$ cat src/rtl/keccak_pkg.sv
// Shared SHA3-256 padding types, constants and helpers for keccak_padder and keccak_xor.
package keccak_pkg;

    localparam int WIDTH      = 64;
    localparam int RATE_LANES = 17;

    typedef enum logic {FILL, EMIT} state_t;

    localparam logic [7:0] PAD_DOMAIN = 8'h06;
    localparam logic [7:0] PAD_FINAL  = 8'h80;

    typedef logic [0:4][0:4][WIDTH-1:0] state_arr_t;

    typedef struct packed {
        logic [2:0] x;
        logic [2:0] y;
    } lane_xy_t;

    localparam logic [4:0]       LAST_LANE  = 5'(RATE_LANES - 1);
    localparam logic [WIDTH-1:0] FINAL_LANE = {PAD_FINAL, 56'h0};

    function automatic lane_xy_t lane_xy(input logic [4:0] l);
        lane_xy_t r;
        r.x = 3'(l % 5'd5);
        r.y = 3'(l / 5'd5);
        return r;
    endfunction

    function automatic logic [WIDTH-1:0] byte_mask(input logic [3:0] n);
        logic [WIDTH-1:0] m;
        m = '0;
        for (int i = 0; i < 8; i++) begin
            if (i < int'(n)) m[i*8 +: 8] = 8'hFF;
        end
        return m;
    endfunction

    function automatic logic [WIDTH-1:0] pad_byte_at(input logic [3:0] n);
        logic [WIDTH-1:0] p;
        p = '0;
        for (int i = 0; i < 8; i++) begin
            if (i == int'(n)) p[i*8 +: 8] = PAD_DOMAIN;
        end
        return p;
    endfunction

endpackage

$ cat src/rtl/keccak_padder.sv
// Packs a little-endian 64-bit word stream into padded SHA3-256 rate blocks for keccak_xor.
module keccak_padder
    import keccak_pkg::*;
(
    input  logic             clk,
    input  logic             rst,
    input  logic [63:0]      in_data,
    input  logic [3:0]       in_bytes,
    input  logic             in_last,
    input  logic             in_valid,
    output logic             in_ready,
    output state_arr_t       block,
    output logic             block_valid,
    output logic             last_block,
    input  logic             xor_ready
);

    localparam lane_xy_t FIN = lane_xy(LAST_LANE);

    state_t     state_q, state_d;
    logic [4:0] idx_q, idx_d;
    logic       need_extra_q, need_extra_d;
    state_arr_t block_q, block_d;
    logic       block_valid_q, block_valid_d;
    logic       last_block_q, last_block_d;

    logic [3:0]       nb;
    logic [63:0]      word;
    lane_xy_t         cur;
    lane_xy_t         nxt;

    always_comb begin
        state_d      = state_q;
        idx_d        = idx_q;
        need_extra_d = need_extra_q;
        block_d      = block_q;
        last_block_d = last_block_q;

        nb   = (in_bytes > 4'd8) ? 4'd8 : in_bytes;
        word = in_last ? (in_data & byte_mask(nb)) : in_data;
        cur  = lane_xy(idx_q);
        nxt  = lane_xy(idx_q + 5'd1);

        unique case (state_q)
            FILL: begin
                if (in_valid) begin
                    block_d[cur.x][cur.y] = word;
                    if (!in_last) begin
                        if (idx_q == LAST_LANE) begin
                            last_block_d = 1'b0;
                            state_d      = EMIT;
                        end else begin
                            idx_d = idx_q + 5'd1;
                        end
                    end else if (nb != 4'd8) begin
                        // Domain byte lands right after the data; may share lane 16 with the final bit.
                        block_d[cur.x][cur.y] = word | pad_byte_at(nb);
                        block_d[FIN.x][FIN.y] = block_d[FIN.x][FIN.y] | FINAL_LANE;
                        last_block_d          = 1'b1;
                        state_d               = EMIT;
                    end else if (idx_q != LAST_LANE) begin
                        block_d[nxt.x][nxt.y] = block_d[nxt.x][nxt.y] | pad_byte_at(4'd0);
                        block_d[FIN.x][FIN.y] = block_d[FIN.x][FIN.y] | FINAL_LANE;
                        last_block_d          = 1'b1;
                        state_d               = EMIT;
                    end else begin
                        // Message filled the block exactly; padding needs a block of its own.
                        need_extra_d = 1'b1;
                        last_block_d = 1'b0;
                        state_d      = EMIT;
                    end
                end
            end
            EMIT: begin
                if (xor_ready) begin
                    block_d = '0;
                    if (need_extra_q) begin
                        block_d[0][0]         = pad_byte_at(4'd0);
                        block_d[FIN.x][FIN.y] = FINAL_LANE;
                        last_block_d          = 1'b1;
                        need_extra_d          = 1'b0;
                    end else begin
                        idx_d        = '0;
                        last_block_d = 1'b0;
                        state_d      = FILL;
                    end
                end
            end
            default: state_d = FILL;
        endcase

        block_valid_d = (state_d == EMIT);
    end

    always_ff @(posedge clk) begin
        if (rst) begin
            state_q       <= FILL;
            idx_q         <= '0;
            need_extra_q  <= 1'b0;
            block_q       <= '0;
            block_valid_q <= 1'b0;
            last_block_q  <= 1'b0;
        end else begin
            state_q       <= state_d;
            idx_q         <= idx_d;
            need_extra_q  <= need_extra_d;
            block_q       <= block_d;
            block_valid_q <= block_valid_d;
            last_block_q  <= last_block_d;
        end
    end

    assign in_ready    = (state_q == FILL);
    assign block       = block_q;
    assign block_valid = block_valid_q;
    assign last_block  = last_block_q;

endmodule

$ cat config.mk
export PLATFORM = sky130hd
export DESIGN_NAME = keccak_padder
export DESIGN_NICKNAME = d
export VERILOG_FILES = /design/src/rtl/keccak_pkg.sv /design/src/rtl/keccak_padder.sv
export SDC_FILE = /design/constraint.sdc
export NUM_CORES = 2
export LEC_CHECK = 0
export ABC_AREA = 1
export BUFFER_PORTS_ARGS = -buffer_cell sky130_fd_sc_hd__buf_2
export CAP_MARGIN = 10
export CORE_AREA = 2 2 650 652
export CTS_CLUSTER_DIAMETER = 150
export DETAILED_ROUTE_END_ITERATION = 12
export DIE_AREA = 0 0 652 654
export PLACE_DENSITY = 0.42
export SETUP_SLACK_MARGIN = 0.4
export SLEW_MARGIN = 20
export SYNTH_ARGS = -nofsm -noshare
export SYNTH_HDL_FRONTEND = slang
export SYNTH_SLANG_ARGS = --single-unit
export TNS_END_PERCENT = 20
$ cat constraint.sdc
create_clock -name clk -period 3.7 [get_ports clk]
set_input_delay 0.555 -clock clk [delete_from_list [all_inputs] [get_ports clk]]
set_output_delay 0.555 -clock clk [all_outputs]
set_load 0.02 [all_outputs]
==> summary.txt <==
Run status
  – Status: finished clean

Cells and area
  – Share of cells above drive strength 1: 22.4%
  – FF+latch area: 0.0322 mm²
  – Area of the multi-input gates: 0.0445 mm²
  – Area delta synth->final: 34.6%
  – Commonest non-fill, non-tap cells in the layout: 3954 x nand2_1, 1673 x buf_2, 1603 x dfxtp_1, 1596 x a21oi_1, 925 x o21ai_0
  – Commonest non-fill, non-tap cell in the layout: nand2_1
  – Fin area: 0.110 mm²
  – Final core occ: 26.3%
  – Nets: 13500
  – Fill count: 46200

Synthesis
  – Gate Count Post-Synth: 12200
  – Synth Warn #: 0
  – Syn_area_per_cell: 6.74 µm²
  – Syn nets: 12300
  – Ranking of synthesized cells by area: dfxtp_1 39%, nand2_1 19%, a21oi_1 10%, o2111ai_1 8.7%, o21ai_0 6.1%
  – #FFs+latches synth: 1608
  – Largest area contributor in the netlist: dfxtp_1
  – Post-synth top area share: 39.2%
  – Library cells used by synthesis: 39
  – Sequential area share after synthesis: 39.2%
  – Synth Cell Area: 0.0821 mm²

STA
  – Final Critical Period: 3480 ps
  – Final Hold Vio Count: 0
  – Clk_skew: 53.3 ps
  – Final cycle utilization of the critical path: 94.0%
  – Worst slew margin: 18.9%
  – Setup TNS: 0 ps
  – Unrepaired setup endpoints after global routing: yes
  – Final setup viols: 0
  – Final Max Tran Viols: 0
  – Worst Max-Slew Pin Slew: 1220 ps
  – Final worst slack: 222 ps
  – Max Fclk: 287 MHz

Clock network
  – Root Driver: clkbuf_16
  – CTS buffer count: 207
  – Skew-Pair Late Insertion Delay: 920 ps
  – CTS tree: done
  – CTS H-tree lvls: 4
  – CTS Buffer Depth: 4
  – Num Clock Sinks: 1608
  – CTS clock-pin slew for the worst setup and hold paths: 60 ps

Power
  – Max VDD drop: 348 µV
  – Leak: 0.0436 µW
  – Total Power: 56600 µW
  – Power Dens Cells: 512 mW/mm²

Placement
  – DP Wirelength: 354000 µm
  – Number of port buffers: 1675
  – GP Congestion: 0.815
  – Post-DP Area: 0.0986 mm²
  – Pre-CTS setup slack: -105 ps

Global routing
  – Initial antenna violation count: 92
  – First-pass GRT wire length: 713000 µm
  – GR peak layer: met2
  – Vias in the first global route: 83300
  – Largest net degree at the start of global routing: 184
  – Grt met2 use: 37.3%
  – GRT Total Usage: 23.5%
  – Total grt overflow: 0
  – GR Util met1: 29.5%
  – M3 GR Usage: 5.37%

Detailed routing
  – Detailed-route wire length per cell: 28.3 µm
  – Residual DRC: 0
  – Final ANT Viol Nets: 0
  – DRT iter0 DRCs: 12400
  – Final wirelength: 542000 µm
  – Vias per cell: 5.03
  – Pre-Repair DR Iteration Count: 9
  – Routed vias: 96200

Die
  – Die W: 652 µm
  – Core region area: 0.419 mm²
  – Die Span Y: 654 µm
  – Top Ports: 1676
  – Die ar.: 0.426 mm²
  – Initial core utilization: 19.6%
  – # rows: 238

Setup path
  – CP Launch Type: register
  – Crit end category: register
  – Crit path max fanout: 16
  – Critical path class: register to register
  – Critical Path RT: 4460 ps
  – WP data arrival: 4240 ps

Job
  – Max cap viols: 0

Hold path
  – Hold/Removal Path Class: input port to register
==> metal layers <==
metal  wire length, µm  vias up
met1            215000    46000
li1                  -    44700
met2            245000     4608
met5                27        -
met3             49300      857
met4             31600        4
==> final timing paths <==
path	slack [ps]	cells past startpoint	start	endpoint
max	220	26	idx_q[2]	block[1554]
min	140	5	in_data[62]	block[254]
max reg2reg	220	26	idx_q[2]	block[1554]
min reg2reg	470	2	block[304]	block[304]
==> worst max-delay path, stage by stage, from the launching register on <==
cell and delay, ps:
dfxtp_4 410, inv_6 60, a21oi_4 220, nand4_4 130, nand3_4 110, nand2_4 50, nand2_2 50, inv_2 50
ha_4 150, nor2_4 70, nand3_2 80, nand2_4 110, nand2_8 70, nand2_4 70, o21ai_4 50, buf_6 120
buf_12 120, nor2_8 170, buf_6 120, buf_8 120, nand3_4 80, buf_12 170, clkbuf_16 250, o21ai_0 150
nand2_1 70, nand4_1 110, a21oi_1 70
==> cell type report <==
cell class	count	share of cell area [%]
Inverter	477	1.77
Clock inverter	51	0.682
Multi-Input combinational cell	8762	40.3
Clock buffer	316	5.69
Antenna cell	43	0.0974
Sequential cell	1608	29.2
Tap cell	5520	6.25
Timing Repair Buffer	2331	16.1
==> where the power goes <==
group / internal, µW / total (µW) / leakage, µW / switching [µW]
registers: 18200 / 18800 / 0.0130 / 659
logic: 4840 / 16000 / 0.0271 / 11200
clock network: 12700 / 21700 / 0.00346 / 9010
total: 35700 / 56600 / 0.0436 / 20900
==> logic make-up after synthesis <==
family          Yosys count  share of synthesized area [%]
fa+ha+maj                12                          0.183
simple gates           5012                           25.0
compound gates         3735                           26.8
xor+xnor                  2                         0.0213
buf+inv                1809                           8.73
flops                  1608                           39.2
==> through the flow <==
step,hold slack (ps),instances
after CTS,17.1,19000
after floorplan,445,12200
after detailed placement,466,18500
final,137,19100
after global placement,463,18500
after global routing,90.4,19100
==> timing repair <==
action | in CTS | in global routing
hold buffers | 5 | 0
endpoints found under the setup margin | 1590 | 1582
pin swaps | 55 | 113
resized for setup | 209 | 304
endpoints found under the hold margin | 5 | 0
buffers inserted | 81 | 26
cloned | 35 | 34
==> synth_stat cells, drive strengths merged <==
cell type / number
clkbuf: 977
buf: 355
a21oi: 1637
ha: 12
nand4: 345
nor3: 3
a31oi: 2
a211oi: 5
nor2: 93
o211ai: 89
clkinv: 12
nand3b: 1
o2111ai: 815
o21ai: 1187
and2: 2
xnor2: 1
nand3: 448
nand2: 4120
dfxtp: 1608
xor2: 1
inv: 465
==> registers in the layout, summed over array words and instances, names as in the netlist <==
register and cells:
block 1600, block_valid 1, idx_q 5, last_block 1, need_extra_q 1
Note: power is estimated with default switching activity, not from simulation.
